### src/rtl/bm_dl_multicycle_chunk_adder.sv
// Multicycle chunked add/sub: WIDTH-bit operands processed CHUNK bits per cycle.
// Latency NCHUNK cycles from acceptance to out_valid; DONE holds while out_ready is low.
// Optional signed-overflow output guarded by CHUNK_ADDER_OVERFLOW_EN.
module bm_dl_multicycle_chunk_adder #(
  parameter int WIDTH = 16,
  parameter int CHUNK = 4
) (
  input  logic             clock,
  input  logic             reset_n,
  input  logic             in_valid,
  output logic             in_ready,
  input  logic [WIDTH-1:0] a,
  input  logic [WIDTH-1:0] b,
  input  logic             cin,
  input  logic             sub,
  output logic             out_valid,
  input  logic             out_ready,
`ifdef CHUNK_ADDER_OVERFLOW_EN
  output logic             ovf,
`endif
  output logic [WIDTH-1:0] sum,
  output logic             cout
);

  localparam int NCHUNK = WIDTH / CHUNK;
  localparam int CW     = (NCHUNK > 1) ? $clog2(NCHUNK) : 1;
  localparam logic [CW-1:0] LAST = CW'(NCHUNK - 1);

  typedef enum logic [1:0] {IDLE, RUN, DONE} state_t;

  state_t           state_q;
  logic [WIDTH-1:0] a_sh_q, b_sh_q, sum_q;
  logic [WIDTH-1:0] a_sh_d, b_sh_d, sum_d;
  logic             carry_q;
  logic [CW-1:0]    cnt_q;
  logic             cout_q;
  logic             in_ready_q;
  logic             out_valid_q;
  logic [CHUNK-1:0] chunk_s;
  logic             chunk_c;
`ifdef CHUNK_ADDER_OVERFLOW_EN
  logic             ovf_q;
  logic             carry_msb;
`endif

  // Ripple chain over the low CHUNK bits of the operand shift registers.
  always_comb begin : chain
    logic cy;
    cy      = carry_q;
    chunk_s = '0;
`ifdef CHUNK_ADDER_OVERFLOW_EN
    carry_msb = 1'b0;
`endif
    for (int i = 0; i < CHUNK; i++) begin
`ifdef CHUNK_ADDER_OVERFLOW_EN
      if (i == CHUNK - 1) carry_msb = cy;
`endif
      chunk_s[i] = a_sh_q[i] ^ b_sh_q[i] ^ cy;
      cy = (a_sh_q[i] & b_sh_q[i]) | (cy & (a_sh_q[i] ^ b_sh_q[i]));
    end
    chunk_c = cy;
  end

  always_comb begin
    a_sh_d = a_sh_q >> CHUNK;
    b_sh_d = b_sh_q >> CHUNK;
    sum_d  = (sum_q >> CHUNK) | (WIDTH'(chunk_s) << (WIDTH - CHUNK));
  end

  always_ff @(posedge clock or negedge reset_n) begin
    if (!reset_n) begin
      state_q     <= IDLE;
      a_sh_q      <= '0;
      b_sh_q      <= '0;
      sum_q       <= '0;
      carry_q     <= 1'b0;
      cnt_q       <= '0;
      cout_q      <= 1'b0;
      in_ready_q  <= 1'b1;
      out_valid_q <= 1'b0;
`ifdef CHUNK_ADDER_OVERFLOW_EN
      ovf_q       <= 1'b0;
`endif
    end else begin
      case (state_q)
        IDLE: begin
          if (in_valid) begin
            a_sh_q     <= a;
            b_sh_q     <= sub ? ~b : b;
            carry_q    <= sub ? 1'b1 : cin;
            cnt_q      <= '0;
            in_ready_q <= 1'b0;
            state_q    <= RUN;
          end
        end
        RUN: begin
          a_sh_q  <= a_sh_d;
          b_sh_q  <= b_sh_d;
          sum_q   <= sum_d;
          carry_q <= chunk_c;
          cnt_q   <= cnt_q + CW'(1);
          if (cnt_q == LAST) begin
            cout_q      <= chunk_c;
`ifdef CHUNK_ADDER_OVERFLOW_EN
            ovf_q       <= chunk_c ^ carry_msb;
`endif
            out_valid_q <= 1'b1;
            state_q     <= DONE;
          end
        end
        DONE: begin
          if (out_ready) begin
            out_valid_q <= 1'b0;
            in_ready_q  <= 1'b1;
            state_q     <= IDLE;
          end
        end
        default: begin
          out_valid_q <= 1'b0;
          in_ready_q  <= 1'b1;
          state_q     <= IDLE;
        end
      endcase
    end
  end

  assign in_ready  = in_ready_q;
  assign out_valid = out_valid_q;
  assign sum       = sum_q;
  assign cout      = cout_q;
`ifdef CHUNK_ADDER_OVERFLOW_EN
  assign ovf       = ovf_q;
`endif

endmodule

### config.mk
export PLATFORM = sky130hd
export DESIGN_NAME = bm_dl_multicycle_chunk_adder
export DESIGN_NICKNAME = d
export VERILOG_FILES = /design/src/rtl/bm_dl_multicycle_chunk_adder.sv
export SDC_FILE = /design/constraint.sdc
export NUM_CORES = 1
export LEC_CHECK = 0
export ABC_AREA = 1
export CAP_MARGIN = 10
export CORE_MARGIN = 5
export CORE_UTILIZATION = 51
export CTS_CLUSTER_DIAMETER = 60
export DETAILED_ROUTE_END_ITERATION = 8
export PLACE_DENSITY = 0.88
export SLEW_MARGIN = 20
export SYNTH_ARGS = -nofsm -noshare
export SYNTH_HDL_FRONTEND = slang
export SYNTH_SLANG_ARGS = --single-unit
export TNS_END_PERCENT = 30
### constraint.sdc
create_clock -name clock -period 2.9 [get_ports clock]
set_input_delay 0.435 -clock clock [delete_from_list [all_inputs] [get_ports clock]]
set_output_delay 0.435 -clock clock [all_outputs]
set_load 0.01 [all_outputs]
======== Word-level counts from Yosys, hierarchy flattened ========
Cells that the tools add are included.
word-level totals
  word-level logic and storage cells ...... 67
  register bits ........................... 56
  bits of input ports ..................... 38
operators by class
  bitwise operators ....................... 24
  multiplexer cells ....................... 20
  equality and inequality tests ........... 6
  reductions and logical operators ........ 7
  add/sub/neg operators ................... 1
operator list
  kind                 count
  $pmux 16 s2          2
  $mux 16              3
  $not 16->16          1
  $or 12x16->16        1
  $reduce_and 3->1     3
  $and 1x1->1          8
  $mux 2               4
  $xor 1x1->1          8
  $mux 1               6
  $ne 2x2->1 const B   3
  $pmux 1 s3           2
  $pmux 2 s3           1
  $eq 2x2->1 const B   2
  $or 1x1->1           4
  $pmux 2 s2           1
  $reduce_and 2->1     2
  $add 2x1->2 const B  1
  $eq 2x1->1 const B   1
  $logic_not 2->1      1
  $not 1->1            2
  $pmux 1 s2           1
  $reduce_bool 2->1    1

======== Longest topological paths before layout ========
Gate-level depths: netlist of the first run.
  depth in word-level cells ............... 10
  depth in mapped cells ................... 10
  mapped depth without buffers ............ 10

======== Worst setup path before layout of the first run ========
OpenSTA, ideal clock, no wires.
  path type ............................... register to register
  from .................................... register a_sh_q[0]
  to ...................................... register sum_q[15], in the netlist sum[15]
  arrival time ............................ 1.976 ns
  path buffers ............................ 0
  setup time .............................. 0.083 ns
  stages on the path, launching flop included .. 9
  setup slack ............................. 0.841 ns
  clock period less this slack ............ 2.059 ns
  required time ........................... 2.817 ns
  cell sequence ........................... dfrtp_1 > fa_1 > inv_1 > fa_1 > inv_1 > fa_1 > inv_1 > fa_1 > o21ai_0
between the ends
  cells in the longest elaborated chain, start to end .. 9
  elaborated cells between the ends (all ways) .. 10
  those cells by class .................... 10 x bitwise
ends and longest elaborated chain
  item                    RTL line  text
  from (decl)             32        logic [WIDTH-1:0] a_sh_q, b_sh_q, sum_q;
  from (signal assigned)  97        a_sh_q <= a_sh_d;
  $xor 1x1->1             59        cy = (a_sh_q[i] & b_sh_q[i]) | (cy & (a_sh_q[i] ^ b_sh_q[i]));
  $and 1x1->1             59
  $or 1x1->1 *            59
  $and 1x1->1 *           59
  $or 1x1->1 *            59
  $and 1x1->1 *           59
  $or 1x1->1 *            59
  $xor 1x1->1 *           58        chunk_s[i] = a_sh_q[i] ^ b_sh_q[i] ^ cy;
  $or 12x16->16 *         67        sum_d = (sum_q >> CHUNK) | (WIDTH'(chunk_s) << (WIDTH - CHUNK));
  to (signal assigned)    99        sum_q <= sum_d;
  to (decl)               32
Every way passes the cells marked *; elsewhere a longest branch is shown, timed or not.
A chain may end at the register's enable or synchronous reset.

======== Final worst setup path of the first run ========
Ends and elaborated chain as after synthesis.

==> out/qor.csv, run 1 <==
metric,value,unit
status,completed,
internal_power,1.887,mW
synthFlopType,dfrtp_1,
rsz0062_at_grt,false,
ios,57,
synthAdderAreaFrac,3.312,%
cts_root_buf,clkbuf_8,
antenna_found_initial,0,
synth_edf_count,0,
critPathKind,register to register,
dr_wl_met2,2.969,mm
ctsHoldBuffers,0,
ant_nets,0,
numCtsBuffers,5,
cp_common_cell,fa_1,
synth_top_family_by_area,simple AND/OR/NAND/NOR gates,
grt_pass1_vias,2215,
switching_share,40.57,%
setup_ws,0.6840,ns
cp_slowest_stage_delay,0.43,ns
period_share,76.41,%
synth_most_common_cell,nand2_1,
post_drt_wl_per_cell,13.08,um
dr_wl_met3,417,um
synth_top_cell_by_area,dfrtp_1,
highest_layer,met4,
multiInputGateArea,1121,sq um
cts_tree,yes,
syn2layout_area_growth,22.07,%
p_switching,1.288,mW
synth_seq_cells,56,
cts.sinks,56,
clockBufferDepth,2,
h-tree-depth,2,
final.setup.tns,0,ns
power_density,930.5,nW/um^2
combPwrFrac,43.9,%
grt_usage,17.49,%
drc,0,
final_core_util,63.13,%
p_seq_share,42.3,%
ys_seq_area_share,50.18,%
period_needed,2.216,ns
cp_max_fo,2,
nNetsFinal,423,
critPathCaptureType,register,
drv_cap,0,
initial_core_util,51.71,%
fin_skew,0.005332,ns
p_leak,1.681,nW
avgSynthCellArea,8.419,sq um
viasPerCell,5.079,
hold_ws,0.1130,ns
diodes,0,
num_vias,2301,
hpwl,4.168,mm
row_count,27,
start_kind,register,
core,5405,sq um
clock_latency,0.31,ns
met1Wirelength,2.473,mm
vdd_ir_drop_max,0.4735,mV
tightest_slew,0.8414,ns
grt.overflow.total,0,
path_clk_slew,0.09,ns
setup_viol,0,
slew_headroom,43.70,%
regArea,1403,sq um
grt_pass1_wl,10.12,mm
dr.pass1.iters,4,
synthTopCellsByArea,"dfrtp_1 (49%), nand2_1 (16%), nand3_1 (13%)",
synth_common_cells,"nand2_1 (117), nand3_1 (73), dfrtp_1 (55)",
post_cts_resized,0,
first_iter_violations,162,
fp.dieW,84.03,um
dieArea,7061,sq um
yosys_warnings,0,
syn_inst,332,
io_buffers,56,
postSynth.asyncResetShare,100.0,%
netlist_area,2795,sq um
syn_nets,375,
slew_violations,0,
worstHoldPathType,input port to async pin,
synth-xor-area-share,1.253,%
crit_chain,fa_1 -> inv_1 -> fa_1 -> inv_1 -> fa_1 -> inv_1 -> fa_1 -> o21ai_0,
synthMuxAreaShare,0,%
cp_slowest_cell,fa_1,
drive_gt1_share,5.249,%
synth_top_area_share,49.24,%
synthDistinctLibCells,21,
fillers,479,
finalHoldViolations,0,
grt_max_degree,56,
dpl_worst_slack,0.6929,ns
gp_congestion,0.8110,
synth_compound_area_share,3.805,%
worst_ep_arrival_time,2.44,ns
p_clk_share,13.8,%
crit_required,3.12,ns
postCtsSetupBuffers,0,
die_h,84.03,um
yosys.area_share.simple,31.74,%
drt-total-wl,5.925,mm
clock.fmax,451.3,MHz
## per-stage QoR
step	total power [mW]	cell area (sq um)	instances
detailed placement	2.761	3322	445
global placement	2.703	3322	445
CTS	3.200	3412	453
global route	3.447	3412	453
finish	3.175	3412	453
floorplan	2.359	2795	332
## path summary, 6_finish.rpt
check                                            from                    end  slack, ns  depth (start not counted)
worst max-delay path            a_sh_q[0]$_DFFE_PN0P_    sum[15]$_DFFE_PN0P_       0.68                          8
worst min register to register   in_ready$_DFFE_PN1P_   in_ready$_DFFE_PN1P_       0.48                          2
max in group asynchronous                     reset_n  b_sh_q[2]$_DFFE_PN0P_       2.10                          2
min in group clock               in_ready$_DFFE_PN1P_   in_ready$_DFFE_PN1P_       0.48                          2
worst max register to register  a_sh_q[0]$_DFFE_PN0P_    sum[15]$_DFFE_PN0P_       0.68                          8
worst min-delay path                          reset_n     sum[4]$_DFFE_PN0P_       0.11                          1
## kinds of logic (layout without fill, tap and decap cells)
kind of cell             after synthesis  count (layout)
adder cells (fa/ha/maj)                5               5
flip-flops                            56              56
XOR/XNOR                               4               4
AND/OR/NAND/NOR                      197             197
buffers and inverters                 50              99
AO/OA/AOI/OAI                         20              20
## sequential cells by signal (all words and copies together), names as in the netlist
name / cells
a_sh_q: 16
b_sh_q: 16
sum: 16
cnt_q: 2
state_q: 2
carry_q: 1
cout: 1
in_ready: 1
out_valid: 1
## critical path, delay by kind of cell (launching register included)
family | cells | cell delay, ns
buf+inv | 3 | 0.20
fa+ha+maj | 4 | 1.34
compound gates | 1 | 0.17
flops | 1 | 0.42
## area by class of cell
type                       count  area share, %
multi-input combinational    226          32.86
sequential                    56          41.11
inverter                      30          3.374
tap                           72          2.640
timing repair buffer          61          17.38
clock buffer                   8          2.640
## power by group through the flow
stage / logic, mW / clock network [mW] / registers, mW
global placement: 1.37 / 0 / 1.34
global route: 1.58 / 0.484 / 1.38
detailed placement: 1.40 / 0 / 1.36
CTS: 1.41 / 0.448 / 1.34
finish: 1.39 / 0.438 / 1.34
floorplan: 1.02 / 0 / 1.34
## per-layer routing
layer / vias up / GRT usage (%)
li1: 1143 / -
met1: 1072 / 22.07
met2: 80 / 30.13
met3: 6 / 4.245
met4: 0 / 4.240
met5: - / 0
## cell usage in the layout, fill, tap and decap left out, types with 2 or more instances in the layout
cell type        Yosys  final
nand2_1            117    117
nand3_1             73     73
dfrtp_1             55     55
clkdlybuf4s50_1      0     55
inv_1               28     28
o21ai_0             17     17
clkbuf_8             0      6
buf_4                5      5
xor2_1               4      4
fa_1                 4      4
nor2_1               3      3
nand2_8              2      2
clkbuf_1             0      2
No activity file was read; power rests on OpenSTA's default activity.
==> inputs of run 2 (changes only) <==
--- a/config.mk
+++ b/config.mk
@@ -8,10 +8,10 @@
 export ABC_AREA = 1
 export CAP_MARGIN = 10
 export CORE_MARGIN = 5
-export CORE_UTILIZATION = 51
+export CORE_UTILIZATION = 46
 export CTS_CLUSTER_DIAMETER = 60
 export DETAILED_ROUTE_END_ITERATION = 8
-export PLACE_DENSITY = 0.88
+export PLACE_DENSITY = 0.85
 export SLEW_MARGIN = 20
 export SYNTH_ARGS = -nofsm -noshare
 export SYNTH_HDL_FRONTEND = slang
==> constraint.sdc (replaced) <==
create_clock -name clock -period 1.81 [get_ports clock]
set_input_delay 0.2715 -clock clock [delete_from_list [all_inputs] [get_ports clock]]
set_output_delay 0.2715 -clock clock [all_outputs]
set_load 0.01 [all_outputs]
==> run 2 against run 1 <==
The run now ends with negative setup slack left. Wire length decreased by 4.7%. Flip-flop and latch count is the same. Clock skew up 0.00096 ns. Cell count increased by 1.5%. Die area up 9.5%. Register-to-register slack got worse by 0.94 ns. Hold slack better by 0.37 ns. Critical endpoint unchanged. Highest routed layer unchanged.
==> out/qor.csv, run 2 (synthesis results as in run 1) <==
metric,value,unit
status,"complete, but fails checks",
violations,negative setup slack,
internal_power,3.223,mW
gp_congestion,0.8082,
viasPerCell,5.074,
grt.overflow.total,0,
die_h,87.95,um
p_switching,2.097,mW
cts_root_buf,clkbuf_8,
diodes,0,
period_needed,2.065,ns
power_density,1519,nW/um^2
ios,57,
ant_nets,0,
p_clk_share,15.3,%
worstHoldPathType,register to register,
h-tree-depth,2,
initial_core_util,47.21,%
syn2layout_area_growth,25.29,%
post_drt_wl_per_cell,12.28,um
numCtsBuffers,5,
path_clk_slew,0.10,ns
cp_max_fo,2,
clockBufferDepth,2,
drive_gt1_share,8.052,%
num_vias,2334,
setup_ws,-0.2553,ns
critPathKind,register to register,
start_kind,register,
hpwl,3.993,mm
grt_max_degree,57,
antenna_found_initial,0,
rsz0062_at_grt,true,
fp.dieW,87.95,um
final_common_cell,nand2_1,
drc,0,
drv_cap,0,
nNetsFinal,427,
p_leak,1.712,nW
dr.pass1.iters,4,
power,5.320,mW
final_cells,460,
final.setup.tns,-0.4982,ns
cts.sinks,56,
cts_tree,yes,
grt_pass1_wl,9.604,mm
cp_slowest_cell,dfrtp_1,
final_cell_mix,"nand2_1 (117), nand3_1 (73), dfrtp_1 (55), clkdlybuf4s50_1 (55), inv_1 (25)",
dieArea,7735,sq um
dp_cells,451,
postCtsSetupBuffers,0,
drt-total-wl,5.647,mm
core,5921,sq um
clock.fmax,484.2,MHz
crit_required,2.05,ns
p_seq_share,39.5,%
vdd_ir_drop_max,0.8617,mV
combPwrFrac,45.3,%
clock_latency,0.31,ns
worst_ep_arrival_time,2.30,ns
tightest_slew,0.3704,ns
row_count,28,
slew_headroom,75.25,%
cp_slowest_stage_delay,0.42,ns
crit_chain,fa_2 -> inv_2 -> fa_2 -> inv_2 -> fa_2 -> inv_2 -> fa_1 -> o21ai_1,
final_core_util,59.15,%
grt_pass1_vias,2267,
grt_usage,15.63,%
io_buffers,56,
slew_violations,0,
switching_share,39.41,%
fin_skew,0.006288,ns
first_iter_violations,140,
setup_viol,4,
critPathCaptureType,register,
finalHoldViolations,0,
period_share,114.1,%
-- run 2: critical path: cells and delay by family, from the launching register on --
family	cells	cell delay, ns
flip-flops	1	0.42
adder cells (fa/ha/maj)	4	1.31
buffers and inverters	3	0.16
AO/OA/AOI/OAI	1	0.12
-- run 2: area by class of cell --
class / count / area (sq um)
Fill cell: 509 / 2419
Sequential cell: 56 / 1403
Multi-Input combinational cell: 226 / 1129
Timing Repair Buffer: 65 / 650.6
Inverter: 30 / 115.1
Tap cell: 75 / 93.84
Clock buffer: 5 / 68.82
Clock inverter: 3 / 42.54
-- run 2: power groups by stage --
stage / combinational, mW / clock, mW / sequential (mW)
CTS: 2.45 / 0.818 / 2.10
floorplan: 1.65 / 0 / 2.15
global placement: 2.35 / 0 / 2.10
finish: 2.41 / 0.812 / 2.10
detailed placement: 2.42 / 0 / 2.12
global route: 2.75 / 0.866 / 2.16
-- run 2: what timing repair did --
action / CTS / global route
gates resized for setup: 3 / 0
endpoints found under the setup margin: 4 / 4
hold endpoints to repair: 55 / 0
pin swaps: 1 / 1
hold buffers: 1 / 0
-- run 2: metrics by stage --
step	setup slack, ns	instance area (sq um)	hold slack, ns
3_5_place_dp	-0.2409	3381	0.2903
3_3_place_gp	-0.2055	3381	0.2901
6_report	-0.2553	3502	0.4834
5_1_grt	-0.3190	3502	0.5037
2_1_floorplan	-0.1761	2803	-0.02409
4_1_cts	-0.2642	3502	0.4846
-- run 2: final timing paths --
path / end / slack [ns] / cells after the start / from
worst max-delay path: sum[15]$_DFFE_PN0P_ / -0.26 / 8 / a_sh_q[0]$_DFFE_PN0P_
worst min-delay path: in_ready$_DFFE_PN1P_ / 0.48 / 2 / in_ready$_DFFE_PN1P_
worst max register to register: sum[15]$_DFFE_PN0P_ / -0.26 / 8 / a_sh_q[0]$_DFFE_PN0P_
worst min register to register: in_ready$_DFFE_PN1P_ / 0.48 / 2 / in_ready$_DFFE_PN1P_
max in group asynchronous: in_ready$_DFFE_PN1P_ / 1.04 / 3 / reset_n
min in group asynchronous: sum[11]$_DFFE_PN0P_ / 0.49 / 3 / reset_n
-- run 2: layer usage --
layer / share of wire, % / wire, um / vias to the layer above / global-route usage [%]
li1: - / - / 1154 / -
met1: 42 / 2347 / 1102 / 18.25
met2: 50 / 2804 / 67 / 27.81
met3: 6.3 / 354 / 11 / 3.481
met4: 2.5 / 140 / 0 / 6.137
met5: 0 / 0 / - / 0
==> inputs of run 3 (changes only) <==
--- a/config.mk
+++ b/config.mk
@@ -6,12 +6,13 @@
 export NUM_CORES = 1
 export LEC_CHECK = 0
 export ABC_AREA = 1
-export CAP_MARGIN = 10
+export CAP_MARGIN = 0
 export CORE_MARGIN = 5
 export CORE_UTILIZATION = 46
 export CTS_CLUSTER_DIAMETER = 60
 export DETAILED_ROUTE_END_ITERATION = 8
 export PLACE_DENSITY = 0.85
+export SKIP_LAST_GASP = 1
 export SLEW_MARGIN = 20
 export SYNTH_ARGS = -nofsm -noshare
 export SYNTH_HDL_FRONTEND = slang
==> run 3 against run 2 <==
The flow still finishes with violations (negative setup slack). Clock power hardly changed. Critical path depth stayed put. Combinational power hardly changed. Cell count stayed put. Non-clock buffer count stayed put. Die area stayed put. Setup slack worse by 0.0054 ns. Critical path type unchanged. Critical endpoint unchanged. Largest cell class unchanged. Largest power group unchanged.
==> out/qor.csv, run 3 (synthesis results as in run 1) <==
metric,value,unit
status,"complete, but fails checks",
violations,negative setup slack,
cts.sinks,56,
critPathCaptureType,register,
grt.overflow.total,0,
post_cts_resized,0,
dr_wl_met3,365,um
regToRegSetupSlack,-0.26,ns
clockBufferDepth,2,
final_cells,460,
gp_congestion,0.8082,
nNetsFinal,427,
vdd_ir_drop_max,0.8634,mV
row_count,28,
fin_skew,0.006597,ns
syn2layout_area_growth,25.29,%
drive_gt1_share,7.792,%
cts_tree,yes,
post_drt_wl_per_cell,12.28,um
dpl_worst_slack,-0.2409,ns
cp_slowest_stage_delay,0.42,ns
tightest_slew,0.3600,ns
viasPerCell,5.109,
path_clk_slew,0.10,ns
grt_pass1_wl,9.604,mm
crit_chain,fa_2 -> inv_2 -> fa_2 -> inv_1 -> fa_2 -> inv_2 -> fa_1 -> o21ai_1,
setup_ws,-0.2607,ns
power_density,1516,nW/um^2
grt_max_degree,57,
dp_cells,451,
drv_cap,0,
critPathKind,register to register,
p_leak,1.714,nW
diodes,0,
drc,0,
h-tree-depth,2,
finalHoldViolations,0,
cp_max_fo,2,
hpwl,3.993,mm
period_needed,2.071,ns
ios,57,
grt_pass1_vias,2267,
final_cell_mix,"nand2_1 (117), nand3_1 (73), dfrtp_1 (55), clkdlybuf4s50_1 (55), inv_1 (26)",
fillers,509,
cp_common_cell,fa_2,
drt-total-wl,5.650,mm
core,5921,sq um
dieArea,7735,sq um
start_kind,register,
slew_violations,0,
numCtsBuffers,5,
dr.pass1.iters,4,
setup_viol,4,
io_buffers,56,
crit_required,2.05,ns
final_common_cell,nand2_1,
clock.fmax,482.9,MHz
grt_usage,15.63,%
rsz0062_at_grt,true,
antenna_found_initial,0,
die_h,87.95,um
dr_wl_met2,2.803,mm
period_share,114.4,%
cts_root_buf,clkbuf_8,
postCtsSetupBuffers,0,
met1Wirelength,2.341,mm
clock_latency,0.31,ns
slew_headroom,75.94,%
fp.dieW,87.95,um
power,5.309,mW
highest_layer,met4,
first_iter_violations,146,
worstHoldPathType,input port to async pin,
cp_slowest_cell,dfrtp_1,
initial_core_util,47.21,%
ant_nets,0,
num_vias,2350,
worst_ep_arrival_time,2.31,ns
==> run 3: changes by cell type in the layout (fill, tap and decap cells not counted) <==
cell,delta
inv_2,-1
o21ai_1,-2
inv_1,+1
o21ai_0,+2
==> run 3: report_power, final <==
| part | leakage (nW) | internal, mW | switching (mW) |
|---|---|---|---|
| clock | 0.0541 | 0.410 | 0.402 |
| sequential | 0.718 | 1.79 | 0.314 |
| combinational | 0.942 | 1.02 | 1.37 |
==> run 3: final cells by class <==
class / instances / area, sq um / area share [%]
multi-input cells: 226 / 1129 / 32.23
clock buffers: 5 / 68.82 / 1.965
flip-flops and latches: 56 / 1403 / 40.05
well taps: 75 / 93.84 / 2.680
repair buffers: 65 / 650.6 / 18.58
clock inverters: 3 / 42.54 / 1.215
inverters: 30 / 115.1 / 3.287
==> run 3: through the flow <==
step                      hold slack [ns]  utilization (%)  area [sq um]  TNS, ns
final                              0.4810            59.15          3502  -0.5694
after global routing               0.5037            59.15          3502  -0.8681
after CTS                          0.4846            59.15          3502  -0.5999
after detailed placement           0.2903            57.10          3381  -0.5036
after global placement             0.2901            57.10          3381  -0.3381
after floorplan                  -0.02409                -          2803  -0.2427
==> run 3: worst paths after layout <==
path	start	endpoint	depth (start not counted)
worst min-delay path	reset_n	out_valid$_DFFE_PN0P_	3
max in group asynchronous	reset_n	in_ready$_DFFE_PN1P_	3
worst max-delay path	a_sh_q[0]$_DFFE_PN0P_	sum[15]$_DFFE_PN0P_	8
min in group clock	in_ready$_DFFE_PN1P_	in_ready$_DFFE_PN1P_	2
worst max register to register	a_sh_q[0]$_DFFE_PN0P_	sum[15]$_DFFE_PN0P_	8
worst min register to register	in_ready$_DFFE_PN1P_	in_ready$_DFFE_PN1P_	2
==> run 3: what timing repair did <==
item                                   in CTS  in global routing
hold buffers                                1                  0
pin swaps                                   0                  1
endpoints found under the hold margin      55                  0
setup endpoints to repair                   4                  4
==> run 3: per-layer routing <==
layer / vias up / GRT usage, %
li1: 1156 / -
met1: 1109 / 18.25
met2: 74 / 27.81
met3: 11 / 3.481
met4: 0 / 6.137
met5: - / 0
==> run 3: worst max-delay path, delay by kind of cell (launching register included) <==
kind,cells,cell delay (ns)
buf+inv,3,0.17
flops,1,0.42
compound gates,1,0.12
fa+ha+maj,4,1.30
